===== config.mk =====
export PLATFORM = sky130hd
export DESIGN_NAME = gpr_wr_arbiter
export DESIGN_NICKNAME = d
export VERILOG_FILES = /design/src/rtl/gpr_wr_arbiter.sv
export SDC_FILE = /design/constraint.sdc
export NUM_CORES = 1
export LEC_CHECK = 0
export CAP_MARGIN = 5
export CORE_ASPECT_RATIO = 1.25
export CORE_MARGIN = 4
export CORE_UTILIZATION = 41
export DETAILED_ROUTE_END_ITERATION = 10
export HOLD_SLACK_MARGIN = 0.06
export PLACE_DENSITY = 0.94
export SYNTH_ARGS = -nofsm -noshare
export SYNTH_HDL_FRONTEND = slang
export SYNTH_SLANG_ARGS = --single-unit

===== constraint.sdc =====
create_clock -name clk -period 5.9 [get_ports clk]
set_clock_uncertainty 0.15 [all_clocks]
set_input_delay 1.475 -clock clk [delete_from_list [all_inputs] [get_ports clk]]
set_output_delay 1.475 -clock clk [all_outputs]
set_load 0.01 [all_outputs]

===== src/rtl/gpr_wr_arbiter.sv =====
// gpr_wr_arbiter
// Round-robin arbiter that shares the single register-file write port among
// NUM_REQ writeback sources, followed by a one-cycle registered write stage.
//
// Ports:
//   clk, rst          clock (rising edge), asynchronous active-low reset
//   req_valid/ready   per-requester valid / one-hot combinational grant
//   req_addr          4 bits per requester, requester i at [4i+3:4i]
//   req_data          8 bits per requester, requester i at [8i+7:8i]
//   hold              suppresses all grants and freezes the RR pointer
//   gpr_w_enable/addr/data  registered register-file write port
//   pend_mask         one-hot of the register currently being written
//   err_addr/err_src  sticky out-of-range flag and first offending requester
//   err_clr           clears err_addr/err_src (a coincident new error wins)
module gpr_wr_arbiter #(
  parameter int NUM_REQ  = 3,
  parameter int NUM_REGS = 9
) (
  input  logic                  clk,
  input  logic                  rst,
  input  logic [NUM_REQ-1:0]    req_valid,
  input  logic [4*NUM_REQ-1:0]  req_addr,
  input  logic [8*NUM_REQ-1:0]  req_data,
  output logic [NUM_REQ-1:0]    req_ready,
  input  logic                  hold,
  output logic                  gpr_w_enable,
  output logic [3:0]            gpr_w_addr,
  output logic [7:0]            gpr_w_data,
  output logic [NUM_REGS-1:0]   pend_mask,
  output logic                  err_addr,
  output logic [2:0]            err_src,
  input  logic                  err_clr
);

  localparam int PTR_W = (NUM_REQ > 1) ? $clog2(NUM_REQ) : 1;
  localparam logic [PTR_W-1:0] LAST_IDX = PTR_W'(NUM_REQ - 1);

  logic [PTR_W-1:0] ptr_q, ptr_d;
  logic             w_en_q, w_en_d;
  logic [3:0]       w_addr_q, w_addr_d;
  logic [7:0]       w_data_q, w_data_d;
  logic             err_q, err_d;
  logic [2:0]       err_src_q, err_src_d;

  logic             found;
  logic [PTR_W-1:0] win_idx;
  logic [3:0]       win_addr;
  logic [7:0]       win_data;
  logic             accept;
  logic             in_range;

  // Returns {found, index} of the first valid requester at or after ptr,
  // wrapping modulo NUM_REQ.
  function automatic logic [PTR_W:0] rr_pick(input logic [NUM_REQ-1:0] v,
                                             input logic [PTR_W-1:0]   p);
    logic [PTR_W:0] res;
    int unsigned    idx;
    res = '0;
    for (int unsigned k = 0; k < NUM_REQ; k++) begin
      idx = (32'(p) + k) % 32'(NUM_REQ);
      if (!res[PTR_W] && v[idx]) res = {1'b1, PTR_W'(idx)};
    end
    return res;
  endfunction

  always_comb begin
    {found, win_idx} = rr_pick(req_valid, ptr_q);
    accept   = found && !hold;

    win_addr = '0;
    win_data = '0;
    for (int unsigned i = 0; i < NUM_REQ; i++) begin
      if (win_idx == PTR_W'(i)) begin
        win_addr = req_addr[4*i +: 4];
        win_data = req_data[8*i +: 8];
      end
    end
    in_range = (int'(win_addr) < NUM_REGS);

    req_ready = '0;
    if (accept) req_ready[win_idx] = 1'b1;
  end

  always_comb begin
    ptr_d     = ptr_q;
    w_en_d    = 1'b0;
    w_addr_d  = w_addr_q;
    w_data_d  = w_data_q;
    err_d     = err_q;
    err_src_d = err_src_q;

    if (accept) begin
      ptr_d = (win_idx == LAST_IDX) ? '0 : win_idx + 1'b1;
      if (in_range) begin
        w_en_d   = 1'b1;
        w_addr_d = win_addr;
        w_data_d = win_data;
      end
    end

    // A new error in the same cycle as err_clr overrides the clear, and it
    // captures its source because the old flag is being discarded.
    if (accept && !in_range) begin
      err_d = 1'b1;
      if (!err_q || err_clr) err_src_d = 3'(win_idx);
    end else if (err_clr) begin
      err_d     = 1'b0;
      err_src_d = '0;
    end
  end

  always_ff @(posedge clk or negedge rst) begin
    if (!rst) begin
      ptr_q     <= '0;
      w_en_q    <= 1'b0;
      w_addr_q  <= '0;
      w_data_q  <= '0;
      err_q     <= 1'b0;
      err_src_q <= '0;
    end else begin
      ptr_q     <= ptr_d;
      w_en_q    <= w_en_d;
      w_addr_q  <= w_addr_d;
      w_data_q  <= w_data_d;
      err_q     <= err_d;
      err_src_q <= err_src_d;
    end
  end

  always_comb begin
    pend_mask = '0;
    for (int unsigned r = 0; r < NUM_REGS; r++) begin
      pend_mask[r] = w_en_q && (w_addr_q == 4'(r));
    end
  end

  assign gpr_w_enable = w_en_q;
  assign gpr_w_addr   = w_addr_q;
  assign gpr_w_data   = w_data_q;
  assign err_addr     = err_q;
  assign err_src      = err_src_q;

endmodule


==> metrics.md, run 1 <==
| Metric | Value |
|---|---|
| Grt ovf | 0 |
| Post-Syn Instances | 140 |
| Register bit total from synthesis | 18 |
| H-tree depth | 1 |
| Fillcell total | between 200 and 250 |
| Die height | 70.6 um |
| Core box area | 0.00297 sq mm |
| Setup Fix Bufs, Post-CTS | 0 |
| Commonest cells in the netlist | dfrtp_1 (18), nand2_1 (18), nor2_1 (12) |
| Worst relative slew slack | about 47% |
| Reg clk slew, reported paths | 90 ps |
| Crit-path max FO | 6 |
| Max Buffers Root-to-Sink | 2 |
| Outcome | completed |
| Largest net degree at the start of global routing | 19 |
| Hold Crit Depth | 1 |
| Average footprint of a synthesized cell | approximately 9 sq um |
| Syn Nets | roughly 190 |
| Met3 Track Usage GR | ~4.2% |
| CTS sink count | 18 |
| Final setup TNS | 0 ps |
| Unrepaired setup endpoints after global routing | false |
| Simple-Gate Fraction of Synth Area | 22.5% |
| Hold Crit Class | register to register |
| Worst skew pair latency | 280 ps |
| Yosys warns | 0 |
| Critical path startpoint category | input pin |
| Share of the clock period used by the worst path | between 80% and 90% |
| Maxcap violations | 0 |
| Crit path kind | input pin to output port |
| Worst-Margin Slew | slightly below 800 ps |
| I/O pin count | 72 |
| Setup crit start | req_valid[0] |
| Peak supply drop | between 200 and 250 uV |
| Worst EP arrival | ~3600 ps |
| Die area | roughly 0.0041 sq mm |
| Static leakage | between 0.8 and 0.9 nW |
| Synth top area cells | dfrtp_1 (35%), mux2_4 (7.0%), nand2_1 (5.3%) |
| Layout area overhead | 58.9% |
| Slew Viols, Final | 0 |
| Yosys cell types | 43 |
| Post-synthesis mux area share | between 10% and 20% |
| M2 GR Usage | about a third |
| Routed WL per cell | roughly 14 um |
| IO buf count | 70 |
| Cells on worst reg2reg path | 10 |
| Vias in the first global route | 1285 |
| WP data required | around 4300 ps |
| Post-synth top flop | dfrtp_1 |
| Root buf cell | clkbuf_4 |
| Die span in x | roughly 58 um |
| Synth Area in Adders | around 3.9% |
| Crit end category | output port |
| Antenna Violating Nets Remaining | 0 |
| Global-route wire length before repair | 5790 um |
| Largest family of logic cells by synthesized area | simple AND/OR/NAND/NOR gates |
| # setup viols final | 0 |
| Synth top area share | 35.1% |
| CTS buffer count | 3 |
| XOR/XNOR share of the synthesized area | 0% |
| Hold WS | roughly 360 ps |
| Register Area | around 450 sq um |
| Post-CTS Hold Buffers | 0 |
| DRT Wirelength | approximately 3600 um |
| Initial antenna violation count | 0 |
| TritonCTS clock tree | built |
| Complex-gate fraction of the synthesized area | between 20% and 30% |
| Via/cell ratio | 5.43 |
| R2R Path End | gpr_w_data[4]$_DFFE_PN0P_ |
| R2R Path Start | ptr_q[0]$_DFFE_PN0P_ |
| Starting DRT DRC Count | a little over 40 |
| PwrDens | 459 mW/mm^2 |
| Initial Util | a little over two fifths |
| R2R setup slack | approximately 2400 ps |
| Post-synth ARST share | between 90% and 100% |
| Seq/Total Area, Yosys | 35.1% |
| Hold Vio Cnt, Final | 0 |
| Fin nets | 260 |
| ANT cells | 0 |
| EDFF count, synth | 0 |
| Vias after detailed routing | between 1000 and 1500 |
| GP Congestion | just under 0.8 |
| Tmin final | ~5200 ps |
| Area of the multi-input gates | just under 800 sq um |
| Post-synth top area cell | dfrtp_1 |
| Met1 GRT Util | around a fifth |
| DP Wirelength | between 2000 and 3000 um |
| Most Crowded Layer GR | met2 |
| Min-delay src | err_src[0]$_DFFE_PN0P_ |
| Number of remaining DRC errors | 0 |
| GRT Util Overall | between 10% and 20% |
| F_max | around 190 MHz |
| Post-Syn Area | 0.00128 sq mm |
| 1st-pass router iterations | 4 |
| Share of cells above drive strength 1 | about 7.6% |
| Worst Hold End | err_src[0]$_DFFE_PN0P_ |
| Cell row count | 22 |
| # resized after CTS | 0 |
[where the power goes]
part           switching, mW  internal, mW
logic                  0.302         0.345
clock network         0.0358        0.0237
registers             0.0500         0.181
total                  0.388         0.550
[cell families after synthesis]
family	Yosys count
compound gates	34
other cells	1
mux	14
simple gates	58
flops	18
buf+inv	11
fa+ha+maj	4
[worst max-delay path, stage by stage]
cell and delay (ps):
clkdlybuf4s50_1 460, mux2i_1 250, o221ai_2 200, o21ai_1 380, nand2_1 120, nor2_1 160, clkdlybuf4s50_1 560
[cells in the final DEF, fill, tap and decap left out, types with 2 or more instances in the layout]
master	n
a22oi_1	3
nand2_1	18
inv_1	7
o221ai_1	2
buf_4	2
nor3_1	4
and2_1	3
o21ai_0	6
ha_1	4
mux2_4	6
dfrtp_1	18
a22o_1	2
clkdlybuf4s50_1	70
a32o_1	2
nand3_1	3
nand2b_1	10
mux2_2	2
o22a_1	2
a21o_1	4
nor2_1	12
mux2i_1	6
clkbuf_4	3
nand3b_1	3
[how the worst max path moves through the flow]
stage                              end  slack, ps
after floorplan           req_ready[0]       1820
after global placement    req_ready[0]        760
after detailed placement  req_ready[0]        680
after CTS                 req_ready[0]        670
after global routing      req_ready[0]        460
final                     req_ready[0]        690
[layer usage]
metal,share of wire [%],vias up
met5,0,-
met4,0.84,0
met3,7.0,2
met2,54,51
met1,38,637
li1,-,652
[flip-flops by register name, summed over array words and instances (netlist names)]
signal        cells
err_addr          1
err_src           2
gpr_w_data        8
gpr_w_enable      1
ptr_q             2
gpr_w_addr        4
[layout make-up]
class | instances | area share, %
tap | 36 | 2.21
multi-input combinational | 111 | 38.3
timing repair buffer | 72 | 35.0
inverter | 7 | 1.29
sequential | 18 | 22.1
clock buffer | 3 | 1.10
[through the flow]
stage	power [mW]	instance area [sq um]	worst slack [ps]	utilization, %	instances
3_5_place_dp	0.882	2020	679	67.9	244
4_1_cts	0.945	2040	673	68.7	247
2_1_floorplan	0.642	1280	1820	-	140
3_3_place_gp	0.863	2020	757	67.9	244
5_1_grt	1.01	2040	462	68.7	247
6_report	0.938	2040	688	68.7	247
No activity file was read; power rests on OpenSTA's default activity.
==> run 2: changes to the inputs <==
Settings changed: CORE_ASPECT_RATIO 1.25 to unset.
==> metrics.md, run 2 (synthesis results as in run 1) <==
| Metric | Value |
|---|---|
| Outcome | completed |
| Fin util | 68.0% |
| Setup crit start | req_valid[0] |
| Worst-Margin Slew | 763 ps |
| Antenna Violating Nets Remaining | 0 |
| ANT cells | 0 |
| Initial Util | between 40% and 50% |
| CTS buffer count | 3 |
| Unrepaired setup endpoints after global routing | false |
| Sequential power share | 24.3% |
| PwrDens | between 400 and 500 mW/mm^2 |
| Number of remaining DRC errors | 0 |
| Layout area overhead | 60.2% |
| Max Buffers Root-to-Sink | 2 |
| Initial antenna violation count | 0 |
| Clock power frac | roughly 8% |
| Crit-path cells | clkdlybuf4s50_1, mux2i_1, o221ai_2, o21ai_1, nand2_1, nor2_1, clkdlybuf4s50_1 |
| Routed WL per cell | roughly 13 um |
| DRT Wirelength | 3270 um |
| Final setup TNS | 0 ps |
| CTS sink count | 18 |
| Share of the clock period used by the worst path | 87.6% |
| Crit path kind | input pin to output port |
| H-tree depth | 1 |
| Slew Viols, Final | 0 |
| Psw | ~0.38 mW |
| Hold WS | around 370 ps |
| Area of the multi-input gates | 782 sq um |
| Die height | 64.0 um |
| TritonCTS clock tree | built |
| Die area | between 0.004 and 0.005 sq mm |
| Grt ovf | 0 |
| R2R Path Start | ptr_q[0]$_DFFE_PN0P_ |
| Fillcell total | 255 |
| Hold Vio Cnt, Final | 0 |
| Vias after detailed routing | roughly 1300 |
| CP most frequent cell | clkdlybuf4s50_1 |
| Worst path max stage delay | 560 ps |
| Setup Fix Bufs, Post-CTS | 0 |
| Critical path depth | 7 |
| Worst skew pair latency | between 200 and 300 ps |
| # resized after CTS | 0 |
| IO buf count | 70 |
| 1st-pass router iterations | 4 |
| GRT Util Overall | between 10% and 20% |
| Share of cells above drive strength 1 | about 7.6% |
| GP Congestion | 0.805 |
| Commonest cells after routing, fill and taps aside | clkdlybuf4s50_1 (70), nand2_1 (18), dfrtp_1 (18), nor2_1 (12), nand2b_1 (10) |
| Largest net degree at the start of global routing | 19 |
| Switching Share | 40.1% |
| Cells on worst reg2reg path | 9 |
| Maxcap violations | 0 |
| Worst EP arrival | approximately 3500 ps |
| I/O pin count | between 70 and 80 |
| Core box area | approximately 0.0030 sq mm |
| Critical path startpoint category | input pin |
| Via/cell ratio | approximately 5 |
| Tot Pwr | about 0.93 mW |
| WP data required | 4280 ps |
| Max FFs per register | 8 |
| Starting DRT DRC Count | 24 |
| Most common cell after layout, fill and taps aside | clkdlybuf4s50_1 |
| Hold Crit Class | register to register |
| Die span in x | 64.0 um |
| Cell row count | 20 |
| Internal cell power | roughly 0.56 mW |
| Global-route wire length before repair | between 5000 and 6000 um |
| Register Area | 450 sq um |
| Peak supply drop | around 230 uV |
| Reg clk slew, reported paths | approximately 100 ps |
| Buf/Inv on CP | 2 |
| Hold Crit Depth | 1 |
| Post-CTS Hold Buffers | 0 |
| Static leakage | about 0.9 nW |
| Crit-path max FO | 6 |
| F_max | between 150 and 200 MHz |
| Root buf cell | clkbuf_4 |
| Vias in the first global route | 1222 |
| Worst relative slew slack | 49.0% |
| Crit end category | output port |
| # setup viols final | 0 |
| Slowest CP cell | clkdlybuf4s50_1 |
| CP delay by family, top | buffers and inverters |
| Combinational power share | 67.7% |
| Tmin final | a little over 5000 ps |
| DP Wirelength | between 2000 and 3000 um |
| Fin nets | between 200 and 300 |
| Min-delay src | err_src[0]$_DFFE_PN0P_ |
[run 2: cell types whose count changed in the layout (fill, tap and decap cells not counted), sizes merged]
cell / before / now
clkbuf: 3 / 4
buf: 2 / 1
[run 2: routing by layer]
metal | vias up | track usage (%) | wire length (um)
li1 | 649 | - | -
met1 | 587 | 20.4 | 1390
met2 | 34 | 29.0 | 1650
met3 | 2 | 4.75 | 220
met4 | 0 | 2.43 | 13
met5 | - | 0 | 0
[run 2: per-stage QoR]
step | cell area (sq um) | worst slack (ps) | instances
after floorplan | 1280 | 1820 | 140
after global placement | 2020 | 781 | 251
after detailed placement | 2020 | 735 | 251
after CTS | 2060 | 736 | 255
after global routing | 2060 | 554 | 255
final | 2060 | 731 | 255
[run 2: final cells by class]
class / count / share of cell area [%]
sequential: 18 / 21.9
multi-input combinational: 111 / 38.0
timing repair buffer: 71 / 34.4
tap: 44 / 2.67
clock buffer: 4 / 1.76
inverter: 7 / 1.28
[run 2: final timing paths]
check | to | slack [ps]
max in group asynchronous | gpr_w_data[2]$_DFFE_PN0P_ | 3650
max | req_ready[0] | 730
min in group asynchronous | gpr_w_data[6]$_DFFE_PN0P_ | 1470
min reg2reg | err_src[0]$_DFFE_PN0P_ | 370
max reg2reg | gpr_w_data[4]$_DFFE_PN0P_ | 2230
min | err_src[0]$_DFFE_PN0P_ | 370
[run 2: worst register-to-register path, stage by stage, from the launching register on]
cell,delay (ps)
dfrtp_1,420
inv_1,90
ha_1,270
mux2i_1,300
o221ai_2,190
o21a_1,410
or3_1,410
a222oi_1,600
o21ai_2,350
mux2_4,380
[run 2: power by group through the flow]
stage | registers (mW) | logic, mW | clock network [mW]
final | 0.227 | 0.633 | 0.0746
after floorplan | 0.246 | 0.396 | 0
after global routing | 0.238 | 0.701 | 0.0841
after global placement | 0.227 | 0.630 | 0
after CTS | 0.228 | 0.640 | 0.0776
after detailed placement | 0.230 | 0.638 | 0
==> run 3: changes to the inputs <==
Settings changed: SLEW_MARGIN set to 20.
==> results of run 3 <==
Final layout, timing and power as in run 2 (identical DEF).
